`src/rtl/sync_fifo_ctrl.sv`:
```
// Single-clock FIFO controller with selectable registered / fall-through read,
// programmable almost-full/empty thresholds, occupancy and error pulses.
module sync_fifo_ctrl #(
    parameter int unsigned WIDTH    = 8,
    parameter int unsigned DEPTH    = 16,
    parameter int unsigned FWFT     = 0,
    parameter int unsigned AF_LEVEL = DEPTH - 2,
    parameter int unsigned AE_LEVEL = 2
) (
    input  logic                       clk,
    input  logic                       rst,
    input  logic                       wr_en,
    input  logic [WIDTH-1:0]           data_in,
    input  logic                       rd_en,
    output logic [WIDTH-1:0]           data_out,
    output logic                       rd_valid,
    output logic                       full,
    output logic                       empty,
    output logic                       almost_full,
    output logic                       almost_empty,
    output logic [$clog2(DEPTH+1)-1:0] count,
    output logic                       overflow,
    output logic                       underflow
);

    localparam int unsigned CW = $clog2(DEPTH + 1);
    localparam int unsigned PW = $clog2(DEPTH);

    logic [WIDTH-1:0] mem [DEPTH];

    logic [PW-1:0]    wr_ptr_q, wr_ptr_d;
    logic [PW-1:0]    rd_ptr_q, rd_ptr_d;
    logic [CW-1:0]    count_q, count_d;
    logic [WIDTH-1:0] data_q, data_d;
    logic             rd_valid_q, rd_valid_d;
    logic             full_q, full_d;
    logic             empty_q, empty_d;
    logic             af_q, af_d;
    logic             ae_q, ae_d;
    logic             ovf_q, ovf_d;
    logic             udf_q, udf_d;
    logic             wr_acc, rd_acc;

    // Acceptance, pointer/count update and next-cycle flags/data
    always_comb begin
        rd_acc   = rd_en & ~empty_q;
        wr_acc   = wr_en & (~full_q | rd_acc);
        wr_ptr_d = wr_ptr_q;
        rd_ptr_d = rd_ptr_q;
        count_d  = count_q;
        data_d   = data_q;

        if (wr_acc) begin
            wr_ptr_d = (wr_ptr_q == PW'(DEPTH - 1)) ? '0 : wr_ptr_q + PW'(1);
        end
        if (rd_acc) begin
            rd_ptr_d = (rd_ptr_q == PW'(DEPTH - 1)) ? '0 : rd_ptr_q + PW'(1);
        end

        case ({wr_acc, rd_acc})
            2'b10:   count_d = count_q + CW'(1);
            2'b01:   count_d = count_q - CW'(1);
            default: count_d = count_q;
        endcase

        full_d  = (count_d == CW'(DEPTH));
        empty_d = (count_d == '0);
        af_d    = (count_d >= CW'(AF_LEVEL));
        ae_d    = (count_d <= CW'(AE_LEVEL));
        ovf_d   = wr_en & ~wr_acc;
        udf_d   = rd_en & ~rd_acc;

        if (FWFT != 0) begin
            // Next head word; bypass when the word being written becomes the head
            if (wr_acc && (wr_ptr_q == rd_ptr_d)) begin
                data_d = data_in;
            end else begin
                data_d = mem[rd_ptr_d];
            end
            rd_valid_d = ~empty_d;
        end else begin
            if (rd_acc) begin
                data_d = mem[rd_ptr_q];
            end
            rd_valid_d = rd_acc;
        end
    end

    always_ff @(posedge clk) begin
        if (!rst && wr_acc) begin
            mem[wr_ptr_q] <= data_in;
        end
    end

    always_ff @(posedge clk) begin
        if (rst) begin
            wr_ptr_q   <= '0;
            rd_ptr_q   <= '0;
            count_q    <= '0;
            data_q     <= '0;
            rd_valid_q <= 1'b0;
            full_q     <= 1'b0;
            empty_q    <= 1'b1;
            af_q       <= 1'b0;
            ae_q       <= 1'b1;
            ovf_q      <= 1'b0;
            udf_q      <= 1'b0;
        end else begin
            wr_ptr_q   <= wr_ptr_d;
            rd_ptr_q   <= rd_ptr_d;
            count_q    <= count_d;
            data_q     <= data_d;
            rd_valid_q <= rd_valid_d;
            full_q     <= full_d;
            empty_q    <= empty_d;
            af_q       <= af_d;
            ae_q       <= ae_d;
            ovf_q      <= ovf_d;
            udf_q      <= udf_d;
        end
    end

    assign data_out     = data_q;
    assign rd_valid     = rd_valid_q;
    assign full         = full_q;
    assign empty        = empty_q;
    assign almost_full  = af_q;
    assign almost_empty = ae_q;
    assign count        = count_q;
    assign overflow     = ovf_q;
    assign underflow    = udf_q;

endmodule

```
`config.mk`:
```
export PLATFORM = sky130hd
export DESIGN_NAME = sync_fifo_ctrl
export DESIGN_NICKNAME = d
export VERILOG_FILES = /design/src/rtl/sync_fifo_ctrl.sv
export SDC_FILE = /design/constraint.sdc
export NUM_CORES = 1
export LEC_CHECK = 0
export CORE_MARGIN = 1
export CORE_UTILIZATION = 30
export DETAILED_ROUTE_END_ITERATION = 10
export PLACE_DENSITY = 0.47
export SYNTH_ARGS = -nofsm -noshare
export SYNTH_HDL_FRONTEND = slang
export SYNTH_SLANG_ARGS = --single-unit
```
`constraint.sdc`:
```
create_clock -name clk -period 7.5 [get_ports clk]
set_input_delay 1.875 -clock clk [delete_from_list [all_inputs] [get_ports clk]]
set_output_delay 1.875 -clock clk [all_outputs]
set_load 0.1 [all_outputs]
```
==> flow_summary.toml <==
[die]
initial_core_util = 0.306
rows = 52
die-area_um2 = 21300
core_um2 = 20300
pin_count = 32
dieHeight_um = 146
die_w_um = 146

[drt]
ant_nets = 0
wl_met2_um = 6390
drt_wl_total_um = 13400
vias_per_cell = 4.82
wl_per_cell_um = 19.4
vias = 3340
met1_length_um = 6230
drc = 0
firstDrtPassIters = 4
wl_met3_um = 649
drt_iter0_drc = 214
routed.top_layer = "met4"

[global_routing]
grt_pass1_wl_um = 20100
grt_pass1_vias = 3427
overflow = 0
grtUsageTotal = 0.131
grt_max_degree = 38
antenna_found_initial = 0

[cts]
cts.sinks = 156
holdBufCountCts = 0
cts_buffers = 17
post_cts_buffers = 0
tritoncts = "yes"
clock_path_buffers = 2
cts-htree-levels = 4
clock-root-buffer = "clkbuf_16"
clkLatencyLatePin_ps = 420
clk_pin_slew_worst_paths_ps = 60
ctsResizeCount = 0

[synthesis]
ys_ff_latch = 156
muxShareOfSynthArea = 0.119
yosysUniqueCellTypes = 44
yosys.area.top_type = "edfxtp_1"
synth_compound_area_frac = 0.0654
synth-xor-area-share = 0.00704
synth_top_family_by_area = "multiplexers"
synth_area_leaders = "edfxtp_1 62%, mux4_2 12%, dfxtp_1 9.0%"
yosysSeqAreaShare = 0.708
netlist_area_um2 = 6220
synthSimpleGateAreaFrac = 0.0638
yosys.area.top_type_share = 0.618
yosys_warnings = 0
async_flop_share = 0
synth_nets = 395
synthAdderAreaFrac = 0.0161
synth_edf_count = 128
syn_inst = 375
syn_avg_cell_area_um2 = 16.6
synth_ff_type = "edfxtp_1"

[timing]
rsz0062_at_grt = "false"
period_share = 0.676
drv_slew = 0
worst_pin_slew_ps = 988
hold_viol_final = 0
slew_headroom = 0.340
period_minus_slack_ps = 5070
max_freq_mhz = 197
finalClockSkew_ps = 5.04
finalSetupTns_ps = 0
setup_viol = 0

[worst_setup_path]
cp_slowest_stage_delay_ps = 490
arrival_ps = 5440
crit_path_top_delay_cell = "a21boi_2"
crit_family = "compound AO/OA/AOI/OAI gates"
cp_num_buf_inv = 2
rr_worst_depth = 11
r2r-end = "almost_empty$_SDFF_PP1_"
critPathKind = "input pin to register"
reg2reg_from = "empty$_SDFF_PP1_"
reg2reg_slack_ps = 3980
crit_fanout = 24
worstPathCellList = "clkdlybuf4s50_1 -> nand2b_1 -> a21boi_2 -> inv_1 -> ha_1 -> xor2_1 -> ha_1 -> mux2_2 -> o21ai_0 -> nand3_1 -> xor2_1 -> a41o_2"
cp-end-kind = "register"
cp-start-kind = "input pin"
worstPathRequired_ps = 7860

[final_layout]
antenna_cells = 0
final_cell_mix = "128 x edfxtp_1, 41 x nor2_1, 32 x mux4_2, 31 x clkdlybuf4s50_1, 28 x a21oi_1"
drive_gt1_frac = 0.184
layout.cells.most_common = "edfxtp_1"
nets = 430
num-fill-cells = 1926
area_growth_syn_to_layout_pct = 19.2
fin_util = 0.365

[power_and_ir_drop]
p_comb_frac = 0.182
powerDensity_nw_per_um2 = 306
worst_ir_drop_vdd_mv = 0.146
p_total_mw = 2.27
p_int_mw = 1.62
power.leakage_nw = 2.34
clkPwrFrac = 0.383
seqPwrFrac = 0.435
p_sw_uw = 647
switching_share = 0.285

[run]
cap_violations = 0

[hold_path]
hold_path_end = "underflow$_SDFF_PP0_"
hp-class = "register to register"
min_from = "empty$_SDFF_PP1_"
holdPathStages = 2

[outcome]
outcome = "completed"

[place]
routabilityCongestion = 0.802
dp.final_hpwl_um = 8400
port_buffers = 31
## worst max path at each step
stage | startpoint | end | depth (start not counted)
global route | rd_en | almost_empty$_SDFF_PP1_ | 12
detailed placement | rd_en | almost_empty$_SDFF_PP1_ | 12
floorplan | rd_en | almost_empty$_SDFF_PP1_ | 13
finish | rd_en | almost_empty$_SDFF_PP1_ | 12
global placement | rd_en | almost_empty$_SDFF_PP1_ | 12
CTS | rd_en | almost_empty$_SDFF_PP1_ | 12
## power groups by stage
stage               Clock [mW]  Combinational (mW)  Sequential [mW]
floorplan                    0               0.190             1.13
global route             0.918               0.440            0.992
finish                   0.869               0.414            0.989
detailed placement           0               0.419             1.01
global placement             0               0.414             1.01
CTS                      0.886               0.419            0.990
## synth_stat cells (2+ instances only)
master and count:
a21oi_1 28, ha_1 8, inv_1 6, xor2_1 5, nand2b_1 5, buf_1 4, nor2b_1 2, nor3_1 5
clkbuf_1 9, edfxtp_1 128, nand3_1 2, and2_1 3, dfxtp_1 28, mux4_2 32, buf_2 7, a22oi_1 16
nor2_1 41, o21ai_0 4, a211oi_1 2, nand2_1 16
## layer usage
layer | vias to the layer above | GRT usage
li1 | 1532 | -
met1 | 1724 | 0.171
met2 | 73 | 0.211
met3 | 11 | 0.0376
met4 | 0 | 0.0411
met5 | - | 0
## area by class of cell
class,count,area [µm²],area share
tap,270,338,0.0456
multi-input combinational,191,1690,0.228
sequential,156,4410,0.594
clock buffer,19,433,0.0584
inverter,6,22.5,0.00304
clock inverter,13,164,0.0221
timing repair buffer,38,363,0.0489
## state kept, by name, indices dropped and copies added, names as in the netlist
register / flops
underflow: 1
wr_ptr_q: 4
almost_full: 1
rd_valid: 1
overflow: 1
data_out: 8
rd_ptr_q: 4
almost_empty: 1
empty: 1
full: 1
count: 5
mem: 128
## through the flow
stage | cell area [µm²] | setup WS, ps | cells | hold slack, ps
3_5_place_dp | 6820 | 1970 | 661 | 440
2_1_floorplan | 6220 | 3200 | 375 | 488
6_report | 7410 | 2430 | 693 | 444
4_1_cts | 7410 | 2400 | 693 | 448
5_1_grt | 7410 | 2030 | 693 | 472
3_3_place_gp | 6820 | 2090 | 661 | 438
## worst reg2reg max path: cells and delay by family (launching register included)
kind            cells  cell delay, ps
xor+xnor            2             610
simple gates        2             670
mux                 1             340
flops               1             310
fa+ha+maj           2             520
buf+inv             1             110
compound gates      3             910
## logic make-up (layout without fill, tap and decap cells)
family,count (synthesis),in the layout
xor+xnor,5,5
flops,156,156
compound gates,62,62
simple gates,82,82
buf+inv,28,76
fa+ha+maj,8,8
mux,34,34
Note: power is estimated with default switching activity, not from simulation.
